<file path="config.mk">
export PLATFORM = sky130hd
export DESIGN_NAME = turn_scheduler
export DESIGN_NICKNAME = d
export VERILOG_FILES = /design/src/rtl/turn_scheduler.sv
export SDC_FILE = /design/constraint.sdc
export NUM_CORES = 1
export LEC_CHECK = 0
export ABC_AREA = 1
export BUFFER_PORTS_ARGS = -buffer_cell sky130_fd_sc_hd__buf_2
export CORE_MARGIN = 3
export CORE_UTILIZATION = 55
export DETAILED_ROUTE_END_ITERATION = 12
export PLACE_DENSITY = 0.87
export SLEW_MARGIN = 25
export SYNTH_ARGS = -nofsm -noshare
export SYNTH_HDL_FRONTEND = slang
export SYNTH_SLANG_ARGS = --single-unit
</file>
<file path="constraint.sdc">
create_clock -name clk -period 2.6 [get_ports clk]
set_input_delay 0.26 -clock clk [delete_from_list [all_inputs] [get_ports clk]]
set_output_delay 0.26 -clock clk [all_outputs]
set_load 0.03 [all_outputs]
</file>
<file path="src/rtl/turn_scheduler.sv">
// Turn sequencer for one match of the black-and-white card game: grants the turn to the
// leader and then to the follower, commits validated or auto-played cards, and latches the outcome.
module turn_scheduler #(
    parameter int TIMEOUT = 500000000,
    parameter int TIMER_W = 29
) (
    input  logic       clk,
    input  logic       resetn,
    input  logic       round_start,
    input  logic       abort,
    input  logic       btn_confirm,
    input  logic [8:0] card_sw,
    input  logic [8:0] p1_avail,
    input  logic [8:0] p2_avail,
    input  logic [1:0] match_result,
    output logic [1:0] active_player,
    output logic       p1_commit,
    output logic       p2_commit,
    output logic [3:0] commit_card,
    output logic [8:0] commit_mask,
    output logic       sel_error,
    output logic       match_done,
    output logic [1:0] last_result,
    output logic       leader,
    output logic       busy
);

    typedef enum logic [2:0] {
        S_IDLE,
        S_LEAD,
        S_FOLLOW,
        S_SETTLE,
        S_SAMPLE
    } state_t;

    localparam logic [TIMER_W-1:0] LP_TLAST = TIMER_W'(TIMEOUT - 1);

    state_t             r_state;
    state_t             w_state_nxt;
    logic [TIMER_W-1:0] r_timer;
    logic [TIMER_W-1:0] w_timer_nxt;
    logic               r_confirm_q;
    logic               r_p1_commit;
    logic               r_p2_commit;
    logic [3:0]         r_commit_card;
    logic [8:0]         r_commit_mask;
    logic               r_sel_error;
    logic               r_match_done;
    logic [1:0]         r_last_result;
    logic               r_leader;

    logic               w_submit;
    logic               w_onehot;
    logic               w_act_p2;
    logic [8:0]         w_avail;
    logic               w_valid;
    logic               w_timeout;
    logic               w_adv;
    logic               w_commit_en;
    logic [8:0]         w_commit_mask_nxt;
    logic               w_p1_commit_nxt;
    logic               w_p2_commit_nxt;
    logic               w_sel_error_nxt;
    logic               w_match_done_nxt;
    logic               w_result_en;

    // Index of the lowest set bit; also the encoding of a one-hot card mask.
    function automatic logic [3:0] f_low_idx(input logic [8:0] v);
        logic [3:0] idx;
        idx = 4'd0;
        for (int i = 8; i >= 0; i--) begin
            if (v[i]) idx = 4'(i);
        end
        return idx;
    endfunction

    function automatic logic [8:0] f_low_mask(input logic [8:0] v);
        return v & (~v + 9'd1);
    endfunction

    assign w_submit  = btn_confirm & ~r_confirm_q;
    assign w_onehot  = (card_sw != 9'd0) && ((card_sw & (card_sw - 9'd1)) == 9'd0);
    assign w_act_p2  = (r_state == S_FOLLOW) ? ~r_leader : r_leader;
    assign w_avail   = w_act_p2 ? p2_avail : p1_avail;
    assign w_valid   = w_onehot && ((card_sw & w_avail) != 9'd0);
    assign w_timeout = (r_timer == LP_TLAST);

    always_ff @(posedge clk or negedge resetn) begin
        if (!resetn) begin
            r_state <= S_IDLE;
        end else begin
            r_state <= w_state_nxt;
        end
    end

    always_comb begin
        w_state_nxt       = r_state;
        w_timer_nxt       = r_timer;
        w_adv             = 1'b0;
        w_commit_en       = 1'b0;
        w_commit_mask_nxt = 9'd0;
        w_p1_commit_nxt   = 1'b0;
        w_p2_commit_nxt   = 1'b0;
        w_sel_error_nxt   = 1'b0;
        w_match_done_nxt  = 1'b0;
        w_result_en       = 1'b0;

        case (r_state)
            S_IDLE: begin
                if (round_start) begin
                    w_state_nxt = S_LEAD;
                    w_timer_nxt = '0;
                end
            end
            S_LEAD, S_FOLLOW: begin
                w_timer_nxt = r_timer + TIMER_W'(1);
                // A valid submit beats the timeout; an invalid one is silently overridden by it.
                if (w_submit && w_valid) begin
                    w_adv             = 1'b1;
                    w_commit_mask_nxt = card_sw;
                end else if (w_timeout) begin
                    if (w_avail != 9'd0) begin
                        w_adv             = 1'b1;
                        w_commit_mask_nxt = f_low_mask(w_avail);
                    end else begin
                        w_sel_error_nxt = 1'b1;
                        w_timer_nxt     = '0;
                    end
                end else if (w_submit) begin
                    w_sel_error_nxt = 1'b1;
                end

                if (w_adv) begin
                    w_commit_en     = 1'b1;
                    w_p1_commit_nxt = ~w_act_p2;
                    w_p2_commit_nxt = w_act_p2;
                    w_timer_nxt     = '0;
                    w_state_nxt     = (r_state == S_LEAD) ? S_FOLLOW : S_SETTLE;
                end
            end
            S_SETTLE: begin
                w_state_nxt = S_SAMPLE;
            end
            S_SAMPLE: begin
                w_match_done_nxt = 1'b1;
                w_result_en      = 1'b1;
                w_state_nxt      = S_IDLE;
            end
            default: begin
                w_state_nxt = S_IDLE;
            end
        endcase

        if (abort) begin
            w_state_nxt      = S_IDLE;
            w_timer_nxt      = '0;
            w_commit_en      = 1'b0;
            w_p1_commit_nxt  = 1'b0;
            w_p2_commit_nxt  = 1'b0;
            w_sel_error_nxt  = 1'b0;
            w_match_done_nxt = 1'b0;
            w_result_en      = 1'b0;
        end
    end

    always_ff @(posedge clk or negedge resetn) begin
        if (!resetn) begin
            r_timer       <= '0;
            r_confirm_q   <= 1'b0;
            r_p1_commit   <= 1'b0;
            r_p2_commit   <= 1'b0;
            r_commit_card <= 4'd0;
            r_commit_mask <= 9'd0;
            r_sel_error   <= 1'b0;
            r_match_done  <= 1'b0;
            r_last_result <= 2'b00;
            r_leader      <= 1'b0;
        end else begin
            r_timer      <= w_timer_nxt;
            r_confirm_q  <= btn_confirm;
            r_p1_commit  <= w_p1_commit_nxt;
            r_p2_commit  <= w_p2_commit_nxt;
            r_sel_error  <= w_sel_error_nxt;
            r_match_done <= w_match_done_nxt;
            if (w_commit_en) begin
                r_commit_mask <= w_commit_mask_nxt;
                r_commit_card <= f_low_idx(w_commit_mask_nxt);
            end
            if (w_result_en) begin
                r_last_result <= match_result;
                if (match_result == 2'b01) begin
                    r_leader <= 1'b0;
                end else if (match_result == 2'b10) begin
                    r_leader <= 1'b1;
                end
            end
        end
    end

    always_comb begin
        active_player = 2'b00;
        case (r_state)
            S_LEAD:   active_player = r_leader ? 2'b10 : 2'b01;
            S_FOLLOW: active_player = r_leader ? 2'b01 : 2'b10;
            default:  active_player = 2'b00;
        endcase
    end

    assign busy        = (r_state != S_IDLE);
    assign p1_commit   = r_p1_commit;
    assign p2_commit   = r_p2_commit;
    assign commit_card = r_commit_card;
    assign commit_mask = r_commit_mask;
    assign sel_error   = r_sel_error;
    assign match_done  = r_match_done;
    assign last_result = r_last_result;
    assign leader      = r_leader;

endmodule
</file>
==> results.py <==
metrics = {
    "die": {
        "die-area_um2": 7580,
        "dieWidth_um": 87.1,
        "coreArea_um2": 6130,
        "rows": 28,
        "initial_utilization_pct": 58.9,
        "ios": 57,
        "die-height_um": 87.1,
    },
    "logic_synthesis": {
        "synth_cell_type_count": 41,
        "syn_inst": 504,
        "ys_seq_elements": 53,
        "synth_edf_count": 0,
        "synthArstFlopShare_pct": 100,
        "syn_avg_cell_area_um2": 7.17,
        "yosys_warnings": 0,
        "netlist_area_um2": 3610,
        "synthFlopType": "dfrtp_1",
        "yosysSeqAreaShare_pct": 36.7,
        "synth_nets": 540,
    },
    "critical_path": {
        "critPathLaunchType": "flop",
        "r2r_start": "r_timer[0]",
        "path_max_fanout": 7,
        "critPathMaxStageDelay_ns": 0.40,
        "crit_top_cell": "nor2_2",
        "crit_type": "flop to flop",
        "worst_setup_path_end_kind": "flop",
        "cp_cell_sequence": "ha_2, nand2_1, nor2_2, nand3_2, nor2_2, inv_1, nor2_1, nand3_1, o21bai_2, nand2_2, inv_2, nor2_4, mux2_4",
        "required_ns": 2.80,
        "critPathSlowestCell": "dfrtp_1",
        "cp_data_arrival_time_ns": 2.59,
        "startpoint": "r_timer[0]",
    },
    "global_route": {
        "track_usage_pct": 25.8,
        "grt_pass1_wl_mm": 15.7,
        "antenna_found_initial": 0,
        "grt-ovfl-total": 0,
        "grt_max_degree": 37,
        "grt_pass1_vias": 3361,
    },
    "sta": {
        "max_slew_margin_pct": 52.4,
        "skew_ns": 0.00790,
        "min_period_ns": 2.39,
        "setup_ws_ns": 0.210,
        "hold-worst-slack_ns": 0.0604,
        "drv_slew": 0,
        "fin_crit_sh_pct": 91.9,
        "finalSetupViolations": 0,
        "setup-tns-final_ns": 0,
        "fmax_mhz": 418,
        "tightest_slew_ns": 0.713,
        "hold_viol_final": 0,
    },
    "clocking": {
        "cts.sinks": 53,
        "cts_root_buf": "clkbuf_8",
        "worstSkewPairLatency_ns": 0.31,
        "cts.reportedPaths.clkPinSlew_ns": 0.09,
        "clock_path_buffers": 2,
        "cts_tree": "yes",
        "cts_inserted_buffers": 5,
        "cts_max_level": 2,
    },
    "hold_path": {
        "worstHoldPathType": "input pin to flop",
        "holdCritStartpoint": "btn_confirm",
    },
    "detailed_routing": {
        "routed_wirelength_mm": 9.31,
        "via_per_inst": 5.63,
        "wl_per_cell_um": 14.3,
        "drc_errors": 0,
        "num_vias": 3676,
        "drt_iter0_markers": 390,
        "drt_first_pass_iters": 7,
        "ant_nets": 0,
    },
    "pwr": {
        "ir_drop_mv": 0.356,
        "powerDensity_nw_per_um2": 428,
        "total_power_mw": 1.79,
        "leakagePower_nw": 2.08,
    },
    "placed_design": {
        "portBuffers": 56,
        "hpwl_mm": 7.05,
        "pre_cts_ws_ns": 0.0916,
        "gp_congestion": 0.941,
    },
    "finish": {
        "mostFrequentLayoutCells": "nand2_1, inv_1, buf_2, dfrtp_1, nor2_1",
        "area_growth_pct": 16.0,
        "nNetsFinal": 613,
        "n_antenna_cell": 0,
        "drive_gt1_share_pct": 20.9,
        "finalCoreUtilization_pct": 68.3,
        "final_common_cell": "nand2_1",
    },
    "run_status": {
        "outcome": "completed",
    },
    "flow_run": {
        "drv_cap": 0,
    },
}
layer usage:
| layer | track usage, % | share of wire (%) | up-vias |
|---|---|---|---|
| met1 | 38.0 | 47 | 1692 |
| met3 | 4.07 | 7.1 | 11 |
| met2 | 40.1 | 45 | 169 |
| li1 | - | - | 1804 |
| met5 | 0 | 0 | - |
| met4 | 5.38 | 1.0 | 0 |
power by group:
part / total [mW] / switching (mW) / internal (mW)
sequential: 0.859 / 0.0173 / 0.842
clock: 0.494 / 0.278 / 0.216
combinational: 0.438 / 0.294 / 0.144
total: 1.79 / 0.589 / 1.20
sequential cells by signal, indices dropped and copies added, names as in the netlist:
register     count
p2_commit        1
leader           1
r_confirm_q      1
sel_error        1
p1_commit        1
r_timer         29
commit_mask      9
commit_card      4
r_state          3
last_result      2
match_done       1
per-stage QoR:
step / cells / area [um2]
finish: 653 / 4190
detailed placement: 637 / 4000
CTS: 646 / 4110
global route: 653 / 4190
global placement: 637 / 4000
floorplan: 504 / 3610
final timing paths:
| path | to | slack, ns | cells after the start |
|---|---|---|---|
| max in group asynchronous | commit_card[2] | 1.40 | 3 |
| worst min-delay path | r_confirm_q | 0.06 | 1 |
| min in group asynchronous | r_timer[15] | 0.40 | 2 |
| worst max-delay path | commit_mask[6] | 0.21 | 13 |
| worst min register to register | commit_mask[3] | 0.47 | 2 |
| worst max register to register | commit_mask[6] | 0.21 | 13 |
area by class of cell:
type	count	area (um2)
flip-flops and latches	53	1330
well taps	75	93.8
inverters	79	299
clock inverters	2	13.8
repair buffers	75	425
fillers	508	1940
multi-input cells	363	1950
clock buffers	6	82.6
synthesized netlist by cell type, types with 2 or more instances:
library cell	number	area [um2]
nand2_4	3	33.8
nand2_2	7	43.8
mux2_4	2	30.0
o22ai_1	17	106
nor2_1	43	161
a21oi_1	12	60.1
nor2_4	3	33.8
nand2_1	123	462
nor2_2	6	37.5
inv_2	4	15.0
o21ai_1	10	50.1
xor2_1	17	149
dfrtp_1	53	1330
o31ai_1	5	37.5
nor4_1	7	43.8
buf_2	2	10.0
buf_4	2	15.0
nand3_2	5	50.1
buf_6	2	22.5
nand4_1	11	68.8
ha_1	2	25.0
o21bai_1	2	15.0
nand3_1	36	180
o21ai_0	15	75.1
nor3_1	18	90.1
clkbuf_1	2	7.51
nand3b_1	6	45.0
nor3_2	3	30.0
inv_1	74	278
logic make-up after synthesis:
| logic type | share of synthesized area, % |
|---|---|
| simple gates | 36.0 |
| buf+inv | 10.1 |
| compound gates | 11.2 |
| flops | 36.7 |
| xor+xnor | 4.36 |
| mux | 0.831 |
| fa+ha+maj | 0.692 |
what timing repair did:
| action | in CTS | in global routing |
|---|---|---|
| setup endpoints to repair | 0 | 31 |
| hold buffers | 1 | 0 |
| buffers inserted | 0 | 7 |
| hold endpoints to repair | 17 | 0 |
| resized for setup | 0 | 7 |
worst max-delay path: cells and delay by family (launching register included):
family | cells | cell delay, ns
AOI/OAI and AO/OA | 1 | 0.22
adders and majority gates | 1 | 0.21
buffers and inverters | 2 | 0.16
DFF | 1 | 0.40
muxes | 1 | 0.31
and+or+nand+nor | 8 | 0.96
Power figures use the tool's default switching activity.
